`config.mk`:
```
export PLATFORM = sky130hd
export DESIGN_NAME = streebog_feeder
export DESIGN_NICKNAME = d
export VERILOG_FILES = /design/src/rtl/streebog_pkg.sv /design/src/rtl/streebog_pad.sv /design/src/rtl/streebog_feeder.sv
export SDC_FILE = /design/constraint.sdc
export NUM_CORES = 2
export LEC_CHECK = 0
export ABC_AREA = 1
export CAP_MARGIN = 25
export CELL_PAD_IN_SITES_DETAIL_PLACEMENT = 0
export CELL_PAD_IN_SITES_GLOBAL_PLACEMENT = 2
export CORE_AREA = 4 4 621 623
export CTS_CLUSTER_DIAMETER = 120
export DETAILED_ROUTE_END_ITERATION = 6
export DIE_AREA = 0 0 625 627
export PLACE_DENSITY_LB_ADDON = 0.1
export SETUP_SLACK_MARGIN = 0.4
export SLEW_MARGIN = 20
export SYNTH_ARGS = -nofsm -noshare
export SYNTH_HDL_FRONTEND = slang
export SYNTH_SLANG_ARGS = --single-unit
```
`constraint.sdc`:
```
create_clock -name clk_i -period 61.7 [get_ports clk_i]
set_input_delay 18.51 -clock clk_i [delete_from_list [all_inputs] [get_ports clk_i]]
set_output_delay 18.51 -clock clk_i [all_outputs]
set_load 0.02 [all_outputs]
```
`src/rtl/streebog_pkg.sv`:
```
// rtl/streebog_pkg.sv - shared constants and types for the Streebog block feeder
//
// Purpose: block geometry, length widths, FSM state encoding and the
// pending-pad-block flag used by streebog_feeder and streebog_pad.
// Ports: none (package).

package streebog_pkg;

  localparam int BLOCK_BYTES = 64;
  localparam int N_FULL      = 512;
  localparam int LEN_W       = 10;
  localparam int IDX_W       = 7;

  // idx counts 0..64, so it needs one bit more than a lane number
  localparam logic [IDX_W-1:0] IDX_ONE  = 7'd1;
  localparam logic [IDX_W-1:0] IDX_FULL = 7'd64;

  typedef enum logic [2:0] {
    IDLE,
    FILL,
    SEND,
    WAIT_HASH,
    OUT,
    RELEASE
  } state_t;

  // Set when a message ended exactly on a block boundary and the
  // all-padding block still has to follow the full one.
  typedef enum logic {
    PAD_NONE,
    PAD_PENDING
  } pad_flag_t;

endpackage

```
`src/rtl/streebog_pad.sv`:
```
// rtl/streebog_pad.sv - lane mask and 0x01 pad insertion for a message block
//
// Purpose: keeps byte lanes below n, writes 8'h01 into lane n and zeroes
// every lane above it. n = 64 passes the block unchanged; n = 0 yields the
// all-padding block 512'h1.
// Ports:
//   block   in  N_FULL  raw block, byte k in bits [8k+7:8k]
//   n       in  IDX_W   number of message bytes held in block (0..64)
//   padded  out N_FULL  padded block

module streebog_pad
  import streebog_pkg::*;
(
  input  logic [N_FULL-1:0] block,
  input  logic [IDX_W-1:0]  n,
  output logic [N_FULL-1:0] padded
);

  always_comb begin
    padded = '0;
    for (int k = 0; k < BLOCK_BYTES; k++) begin
      if (k < int'(n)) begin
        padded[8*k +: 8] = block[8*k +: 8];
      end else if (k == int'(n)) begin
        padded[8*k +: 8] = 8'h01;
      end
    end
  end

endmodule

```
`src/rtl/streebog_feeder.sv`:
```
// rtl/streebog_feeder.sv - byte stream to padded 512-bit blocks for a Streebog core
//
// Purpose: packs host bytes into message blocks, pads the final block,
// drives the core block and start handshakes, and re-presents the finished
// hash to the host (upper half only, shifted down, in 256-bit mode).
// Optional feature macro: STREEBOG_FEEDER_BE_EN - when defined h_data_o is
// byte-reversed (lane 0 carries the most significant hash byte).
// Ports:
//   clk_i, rst_i                  clock, asynchronous active-high reset
//   mode_i                        1 = 512-bit hash, 0 = 256-bit (latched on first byte)
//   s_data_i/s_valid_i/s_ready_o  host byte stream, s_last_i marks the final byte
//   mes_o/mes_valid_o/mes_ready_i block to core, with mes_last_o and mes_last_len_o
//   hash_len_o                    latched mode for the core
//   fsm_start_req_o/_ack_i        message-in-flight request/acknowledge
//   hash_i/hash_valid_i/hash_ready_o  core result capture
//   h_data_o/h_valid_o/h_ready_i  hash to host
//   msg_bytes_o                   byte count of current/last message (saturating)

module streebog_feeder
  import streebog_pkg::*;
#(
  parameter int DATA_WIDTH = 512,
  parameter int CNT_W      = 32
) (
  input  logic                  clk_i,
  input  logic                  rst_i,
  input  logic                  mode_i,
  input  logic [7:0]            s_data_i,
  input  logic                  s_valid_i,
  output logic                  s_ready_o,
  input  logic                  s_last_i,
  output logic [DATA_WIDTH-1:0] mes_o,
  output logic                  mes_valid_o,
  input  logic                  mes_ready_i,
  output logic                  mes_last_o,
  output logic [LEN_W-1:0]      mes_last_len_o,
  output logic                  hash_len_o,
  output logic                  fsm_start_req_o,
  input  logic                  fsm_start_ack_i,
  input  logic [DATA_WIDTH-1:0] hash_i,
  input  logic                  hash_valid_i,
  output logic                  hash_ready_o,
  output logic [DATA_WIDTH-1:0] h_data_o,
  output logic                  h_valid_o,
  input  logic                  h_ready_i,
  output logic [CNT_W-1:0]      msg_bytes_o
);

  localparam logic [CNT_W-1:0] CNT_ONE = 1;

  state_t                  state, state_nxt;
  pad_flag_t               pad_pend;
  logic [IDX_W-1:0]        idx, n_next, pad_n;
  logic [DATA_WIDTH-1:0]   blk, blk_wr, pad_in, pad_out;
  logic [DATA_WIDTH-1:0]   h_data, h_fmt;
  logic [LEN_W-1:0]        last_len;
  logic [CNT_W-1:0]        cnt;
  logic                    mode, req, mes_valid, mes_last, hash_rdy, h_valid;
  logic                    s_ready, acc, mes_hs, out_hs;

  // Gated by rst_i so that every output reads 0 while reset is held.
  assign s_ready = !rst_i && ((state == IDLE && !fsm_start_ack_i) || state == FILL);
  assign acc     = s_valid_i && s_ready;
  assign mes_hs  = mes_valid && mes_ready_i;
  assign out_hs  = h_valid && h_ready_i;
  assign n_next  = idx + IDX_ONE;

  always_comb begin
    blk_wr = blk;
    blk_wr[{idx[5:0], 3'b000} +: 8] = s_data_i;
  end

  // One pad unit serves both the short final block (block with the new byte,
  // n = idx+1) and the trailing all-padding block (current block, n = 0).
  assign pad_in = (state == SEND) ? blk : blk_wr;
  assign pad_n  = (state == SEND) ? '0  : n_next;

  streebog_pad u_pad (
    .block  (pad_in),
    .n      (pad_n),
    .padded (pad_out)
  );

  always_comb begin
`ifdef STREEBOG_FEEDER_BE_EN
    h_fmt = '0;
    for (int k = 0; k < BLOCK_BYTES; k++) begin
      if (mode || k < BLOCK_BYTES / 2) begin
        h_fmt[8*k +: 8] = hash_i[8*(BLOCK_BYTES-1-k) +: 8];
      end
    end
`else
    h_fmt = mode ? hash_i : {{(DATA_WIDTH/2){1'b0}}, hash_i[DATA_WIDTH-1:DATA_WIDTH/2]};
`endif
  end

  always_ff @(posedge clk_i or posedge rst_i) begin
    if (rst_i) begin
      state <= IDLE;
    end else begin
      state <= state_nxt;
    end
  end

  always_comb begin
    state_nxt = state;
    case (state)
      IDLE, FILL: begin
        if (acc) begin
          state_nxt = (s_last_i || n_next == IDX_FULL) ? SEND : FILL;
        end
      end
      SEND: begin
        if (mes_hs) begin
          if (mes_last) begin
            state_nxt = WAIT_HASH;
          end else if (pad_pend == PAD_PENDING) begin
            state_nxt = SEND;
          end else begin
            state_nxt = FILL;
          end
        end
      end
      WAIT_HASH: begin
        if (hash_valid_i) begin
          state_nxt = OUT;
        end
      end
      OUT: begin
        if (out_hs) begin
          state_nxt = RELEASE;
        end
      end
      RELEASE: begin
        if (!fsm_start_ack_i) begin
          state_nxt = IDLE;
        end
      end
      default: state_nxt = IDLE;
    endcase
  end

  always_ff @(posedge clk_i or posedge rst_i) begin
    if (rst_i) begin
      idx       <= '0;
      blk       <= '0;
      pad_pend  <= PAD_NONE;
      mode      <= 1'b0;
      req       <= 1'b0;
      cnt       <= '0;
      mes_valid <= 1'b0;
      mes_last  <= 1'b0;
      last_len  <= '0;
      hash_rdy  <= 1'b0;
      h_valid   <= 1'b0;
      h_data    <= '0;
    end else begin
      hash_rdy <= 1'b0;
      case (state)
        IDLE, FILL: begin
          if (acc) begin
            if (state == IDLE) begin
              mode <= mode_i;
              req  <= 1'b1;
              cnt  <= CNT_ONE;
            end else if (cnt != '1) begin
              cnt <= cnt + CNT_ONE;
            end
            if (s_last_i && n_next != IDX_FULL) begin
              blk       <= pad_out;
              mes_last  <= 1'b1;
              last_len  <= {n_next, 3'b000};
              pad_pend  <= PAD_NONE;
              mes_valid <= 1'b1;
            end else if (s_last_i || n_next == IDX_FULL) begin
              // Full block; a final byte here leaves the pad block pending.
              blk       <= blk_wr;
              mes_last  <= 1'b0;
              last_len  <= '0;
              pad_pend  <= s_last_i ? PAD_PENDING : PAD_NONE;
              mes_valid <= 1'b1;
            end else begin
              blk <= blk_wr;
              idx <= n_next;
            end
          end
        end
        SEND: begin
          if (mes_hs) begin
            mes_valid <= 1'b0;
            idx       <= '0;
            if (!mes_last && pad_pend == PAD_PENDING) begin
              blk      <= pad_out;
              mes_last <= 1'b1;
              last_len <= '0;
              pad_pend <= PAD_NONE;
            end
          end else if (!mes_valid) begin
            // Pad block loaded last cycle: present it now.
            mes_valid <= 1'b1;
          end
        end
        WAIT_HASH: begin
          if (hash_valid_i) begin
            h_data   <= h_fmt;
            hash_rdy <= 1'b1;
            h_valid  <= 1'b1;
          end
        end
        OUT: begin
          if (out_hs) begin
            h_valid <= 1'b0;
            req     <= 1'b0;
          end
        end
        default: ;
      endcase
    end
  end

  assign s_ready_o       = s_ready;
  assign mes_o           = blk;
  assign mes_valid_o     = mes_valid;
  assign mes_last_o      = mes_last;
  assign mes_last_len_o  = last_len;
  assign hash_len_o      = mode;
  assign fsm_start_req_o = req;
  assign hash_ready_o    = hash_rdy;
  assign h_data_o        = h_data;
  assign h_valid_o       = h_valid;
  assign msg_bytes_o     = cnt;

endmodule

```
### Yosys cells after proc, flatten, opt, wreduce, memory -nomap -nowiden

Cells that the tools add are included.

| cells by class | value |
|---|---|
| $lt $le $gt $ge | 64 |
| $add $sub $neg | 3 |
| shift operators | 2 |
| equal/unequal tests | 81 |
| multiplexer cells | 185 |
| reduce and logical (&&, ||, !) cells | 29 |

Operators with widths:

| cell | count |
|---|---|
| 512-bit two-way mux | 6 |
| 512-bit case mux with 2 select lines | 1 |
| 512-bit bitwise mux | 1 |
| 8-bit two-way mux | 64 |
| 8-bit by 11-bit variable shift with 512-bit output (first input constant) | 1 |
| 8-bit by 11-bit indexed part select with 512-bit output | 1 |
| 7-bit == test (first input constant) | 32 |
| 6-bit by 7-bit less-than comparator with 1-bit output (first input constant) | 32 |
| 6-bit by 7-bit == test with 1-bit output (first input constant) | 16 |
| 5-bit by 7-bit less-than comparator with 1-bit output (first input constant) | 16 |
| 1-bit two-way mux | 85 |
| 32-bit two-way mux | 2 |
| 5-bit by 7-bit == test with 1-bit output (first input constant) | 8 |
| 4-bit by 7-bit less-than comparator with 1-bit output (first input constant) | 8 |
| 10-bit two-way mux | 5 |
| 7-bit two-way mux | 5 |
| 32-bit by 1-bit adder with 32-bit output (second input constant) | 1 |
| 32-bit inequality test (second input constant) | 1 |
| 4-bit by 7-bit == test with 1-bit output (first input constant) | 4 |
| 3-bit by 7-bit less-than comparator with 1-bit output (first input constant) | 4 |
| 10-bit case mux with 2 select lines | 1 |
| 2-bit inequality test (second input constant) | 8 |
| 3-bit two-way mux | 5 |
| 3-bit case mux with 5 select lines | 1 |
| other kinds (27) | 56 |

| storage, ports and cells | value |
|---|---|
| output and inout port bits | 1073 |
| bits in registers | 1083 |
| logic and storage cells | 377 |

### Depth between registers and ports, before layout

| depth | value |
|---|---|
| depth after elaboration | 8 |
| depth in mapped cells | 19 |

### Modules after synthesis

A second synthesis with hierarchy kept.

| unflattened totals | value |
|---|---|
| cells, all modules | 10943 |
| area, all modules | 69296.5 µm² |

By module, submodules not included:

| module | cells an instance | area an instance (µm²) | instances |
|---|---|---|---|
| streebog_feeder | 9705 | 64386.8 | 1 |
| streebog_pad | 1238 | 4909.7 | 1 |

### Least setup slack after synthesis

No wires, ideal clock.

| path | value |
|---|---|
| path type | input-to-output |
| start | input port fsm_start_ack_i |
| end | output port s_ready_o |
| stages on the path | 3 |
| data arrival time | 18.911 ns |
| required time | 43.190 ns |
| buffers on the path | 0 |
| slack | 24.279 ns |
| cells stage by stage | inv_1 > nor2_1 > nor3_2 |

| between the ends | value |
|---|---|
| word-level cells in the longest chain between the ends | 4 |

Ends and longest elaborated chain:

| item | line | RTL |
|---|---|---|
| start, declared | streebog_feeder.sv:39 | `input logic fsm_start_ack_i,` |
| 1-bit zero test | -- |  |
| 1-bit logical AND | streebog_feeder.sv:62 | `assign s_ready = !rst_i && ((state == IDLE && !fsm_start_ack_i) \|\| state == FILL);` |
| 1-bit logical OR | streebog_feeder.sv:62 |  |
| 1-bit logical AND | streebog_feeder.sv:62 |  |
| end, declared | streebog_feeder.sv:30 | `output logic s_ready_o,` |

No other way between the ends.

### Final worst setup path

| path | value |
|---|---|
| start | input port rst_i |
| end | output port s_ready_o |

| between the ends | value |
|---|---|
| word-level cells in the longest chain between the ends | 2 |

Ends and longest elaborated chain:

| item | line | RTL |
|---|---|---|
| start, declared | streebog_feeder.sv:26 | `input logic rst_i,` |
| 1-bit zero test (no line) | -- |  |
| 1-bit logical AND | streebog_feeder.sv:62 |  |

No other way between the ends.

==> summary.md <==
| Metric | Value |
|---|---|
| Total CTS buffers | `~170` |
| Internal power | `about 2.1 mW` |
| P_sw | `~1.9 mW` |
| IR drop worst, VDD | `roughly 0.05 mV` |
| Clock-pin slew of the registers on the worst-case setup and hold paths | `~60 ps` |
| Ratio of final minimum period to clock period | `62.5%` |
| RSZ-0062 raised after global routing | `no` |
| Overflow left after global routing | `0` |
| Post-layout util | `21.4%` |
| Leading cell type in the layout, fill and taps excluded | `sky130_fd_sc_hd__nand2_1` |
| Synth-to-layout area growth | `49.4%` |
| Maximum count of clock buffers along a single path | `4` |
| Setup total negative slack | `0 ps` |
| Setup violations, final | `0` |
| Clock tree from TritonCTS | `yes` |
| GRT Util Overall | `19.7%` |
| Tightest slew margin relative to the limit | `around a quarter` |
| Count of buffers inserted at the top-level ports | `around 1600` |
| Total length of routed wires | `404000 µm` |
| Starting density of the core | `14.3%` |
| Synth cell types | `56` |
| Cell at the slowest stage of the critical path | `sky130_fd_sc_hd__clkdlybuf4s50_1` |
| Sequential cell area fraction in the yosys report | `between 40% and 50%` |
| Total die area | `about 0.4 mm²` |
| Fraction of final layout cells sized beyond drive strength 1 | `under 10%` |
| Antenna viol nets, final | `0` |
| Clock latency on the worst-skew pair | `~850 ps` |
| Startpoint class of the critical path | `primary input` |
| Relative contribution of the clock network to total power | `24.2%` |
| Die Ht | `627 µm` |
| Horizontal die dimension | `625 µm` |
| Sequential power share | `around a quarter` |
| Launch point of the worst path | `rst_i` |
| Number of nets at the end of the flow | `roughly 9200` |
| Upper clock frequency limit | `~0.026 GHz` |
| Drt pass-1 iters | `5` |
| Worst hold-check path type | `flop to flop` |
| Number of antenna violations at the first check in global routing | `between 150 and 200` |
| Clock Root Buffer | `sky130_fd_sc_hd__clkbuf_16` |
| Number of fill cells in the layout | `42500` |
| Cells traversed along the worst timing path | `clkdlybuf4s50_1 -> nor3_2 -> clkdlybuf4s50_1` |
| Worst r2r src | `state[0]$_DFFE_PP0P_` |
| Crit path time final | `approximately 39000 ps` |
| Detailed-route wire length per cell | `29.1 µm` |
| Leakage power total | `roughly 36 nW` |
| DRC violation count after routing | `0` |
| Post-cts resize count | `0` |
| Global-route wire length before repair | `around 530000 µm` |
| Largest net degree at the start of global routing | `between 200 and 250` |
| Average instance area after synthesis | `approximately 7.5 µm²` |
| H-Tree Level Count | `4` |
| Ratio of total power to cell area | `~50 mW/mm²` |
| Worst-margin pin slew | `1120 ps` |
| Synth warnings | `0` |
| Number of global-route vias before repair | `about 55000` |
| Final RePlAce weighted congestion | `roughly 0.86` |
| Post-CTS setup repair buffer count | `0` |
| Boundary Pins | `1602` |
| Required time at the endpoint of the critical path | `between 40000 and 50000 ps` |
| DRT iter0 DRCs | `about 4300` |
| Clock Sink Count | `between 1000 and 1500` |
| Vias per cell | `4.10` |
| Total via count in the routed design | `between 50000 and 60000` |
| Classification of the worst setup path | `primary input to primary output` |
| Number of cells in the finished layout apart from fillers | `~14000` |
| Most used cell along the critical path | `sky130_fd_sc_hd__clkdlybuf4s50_1` |
| Prevailing post-synth register cell | `sky130_fd_sc_hd__dfrtp_1` |
| Clock Skews | `36.9 ps` |
| Cell row count | `between 200 and 250` |
| Endpoint class of the critical path | `primary output` |
| #FFs+latches synth | `between 1000 and 1500` |
| Combinational share of power | `between 40 and 50%` |
| Post-synth EDFFs | `0` |
| Reported max-cap violation count | `0` |
| Switching share of total power | `between 40% and 50%` |
| Netlist area before placement | `about 0.054 mm²` |
| Detailed placement HPWL | `roughly 320000 µm` |
| Highest cell delay on the worst timing path | `660 ps` |
| Worst min-delay path startpoint | `mes_o[80]$_DFFE_PP0P_` |
| Maximum net fanout on the critical path | `2` |
| Critical path data arrival time | `around 20000 ps` |
| Post-Syn Instances | `7273` |
| Max Slew Vio Count | `0` |
| Status | `completed` |
| CORE AREA | `between 0.3 and 0.4 mm²` |
| Commonest cells after routing, fill and taps aside | `sky130_fd_sc_hd__nand2_1 (2329), sky130_fd_sc_hd__clkdlybuf4s50_1 (1598), sky130_fd_sc_hd__o21ai_0 (1247)` |
| Total of hold buffers inserted after clock tree synthesis | `0` |
| Synth async-reset ratio | `100%` |
| Final number of hold-violating endpoints | `0` |
| Cell count after placement | `between 10000 and 15000` |
[per-stage QoR]
| step | setup WS (ps) | hold slack [ps] | cell area (µm²) | power, mW |
|---|---|---|---|---|
| after floorplan | 12790 | 468 | 54500 | 2.02 |
| after global placement | 23110 | 465 | 75800 | 3.13 |
| after detailed placement | 23160 | 463 | 75800 | 3.14 |
| after CTS | 23160 | 476 | 81300 | 4.17 |
| after global routing | 23110 | 494 | 81300 | 4.32 |
| final | 23160 | 472 | 81400 | 4.07 |
[power groups by stage]
stage / clock network (mW) / logic [mW] / registers, mW
finish: 0.986 / 2.00 / 1.08
global route: 1.05 / 2.15 / 1.11
CTS: 1.03 / 2.05 / 1.09
detailed placement: 0 / 2.04 / 1.09
global placement: 0 / 2.04 / 1.09
floorplan: 0 / 0.710 / 1.31
[cell families (layout without fill, tap and decap cells)]
logic type	Yosys count	after routing	share of synthesized area (%)
and+or+nand+nor	3209	3209	23.9
other	1	30	0.00689
adders and majority gates	5	5	0.115
DFF	1080	1080	49.6
AOI/OAI and AO/OA	1809	1809	17.9
xor gates and xnor gates	13	13	0.223
buffers and inverters	1156	2711	8.30
[registers in the layout (all words and copies together), names as in the netlist]
name and cells:
fsm_start_req_o 1, h_data_o 512, h_valid_o 1, hash_len_o 1
hash_ready_o 1, idx 7, mes_last_len_o 7, mes_last_o 1
mes_o 512, mes_valid_o 1, msg_bytes_o 32, pad_pend 1
state 3
[path summary, 6_finish.rpt]
kind	to	slack, ps	depth (start not counted)
worst max-delay path	s_ready_o	23160	3
worst min-delay path	mes_o[80]$_DFFE_PP0P_	470	2
worst max register to register	mes_o[159]$_DFFE_PP0P_	56290	12
worst min register to register	mes_o[80]$_DFFE_PP0P_	470	2
max in group asynchronous	h_data_o[431]$_DFFE_PP0P_	38920	8
min in group asynchronous	fsm_start_req_o$_DFFE_PP0P_	18290	2
[critical path: cells and delay by family]
family | cells | cell delay, ps
AND/OR/NAND/NOR | 1 | 310
buffers and inverters | 2 | 1210
[metal layers]
layer	track usage [%]	routed length (µm)
met1	24.9	171000
met2	32.7	190000
met4	4.22	10300
met5	0	515
met3	6.41	32200
[final cells by class]
type	count	area [µm²]	share of cell area [%]
well taps	5038	6300	7.75
diodes	27	67.6	0.0830
clock buffers	259	5110	6.28
clock inverters	37	353	0.434
multi-input cells	5039	23000	28.2
flip-flops and latches	1080	27000	33.2
repair buffers	1702	16800	20.7
inverters	713	2700	3.31
[synth_stat cells (6+ instances only)]
master / count / area, µm²
sky130_fd_sc_hd__nand2_1: 2330 / 8750
sky130_fd_sc_hd__o21ai_0: 1247 / 6240
sky130_fd_sc_hd__dfrtp_1: 1080 / 27000
sky130_fd_sc_hd__inv_1: 691 / 2590
sky130_fd_sc_hd__nor2_1: 378 / 1420
sky130_fd_sc_hd__clkbuf_1: 322 / 1210
sky130_fd_sc_hd__nand3_1: 304 / 1520
sky130_fd_sc_hd__a21oi_1: 232 / 1160
sky130_fd_sc_hd__buf_2: 80 / 400
sky130_fd_sc_hd__a22oi_1: 61 / 458
sky130_fd_sc_hd__nand4_1: 54 / 338
sky130_fd_sc_hd__o22ai_1: 49 / 307
sky130_fd_sc_hd__o211ai_1: 47 / 353
sky130_fd_sc_hd__nor3_1: 44 / 220
sky130_fd_sc_hd__o21ai_1: 44 / 220
sky130_fd_sc_hd__a21boi_1: 28 / 210
sky130_fd_sc_hd__a21boi_0: 26 / 195
sky130_fd_sc_hd__buf_1: 25 / 93.8
sky130_fd_sc_hd__nand2_2: 24 / 150
sky130_fd_sc_hd__nor2_2: 23 / 144
sky130_fd_sc_hd__or2_2: 23 / 144
sky130_fd_sc_hd__inv_2: 18 / 67.6
sky130_fd_sc_hd__a31oi_1: 16 / 100
sky130_fd_sc_hd__o31ai_1: 14 / 105
sky130_fd_sc_hd__a2bb2oi_1: 13 / 114
sky130_fd_sc_hd__buf_4: 10 / 75.1
sky130_fd_sc_hd__xor2_1: 8 / 70.1
sky130_fd_sc_hd__nand3_2: 7 / 70.1
sky130_fd_sc_hd__o21a_1: 7 / 52.6
sky130_fd_sc_hd__a211oi_1: 6 / 45.0
sky130_fd_sc_hd__buf_6: 6 / 67.6
Note: power is estimated with default switching activity, not from simulation.
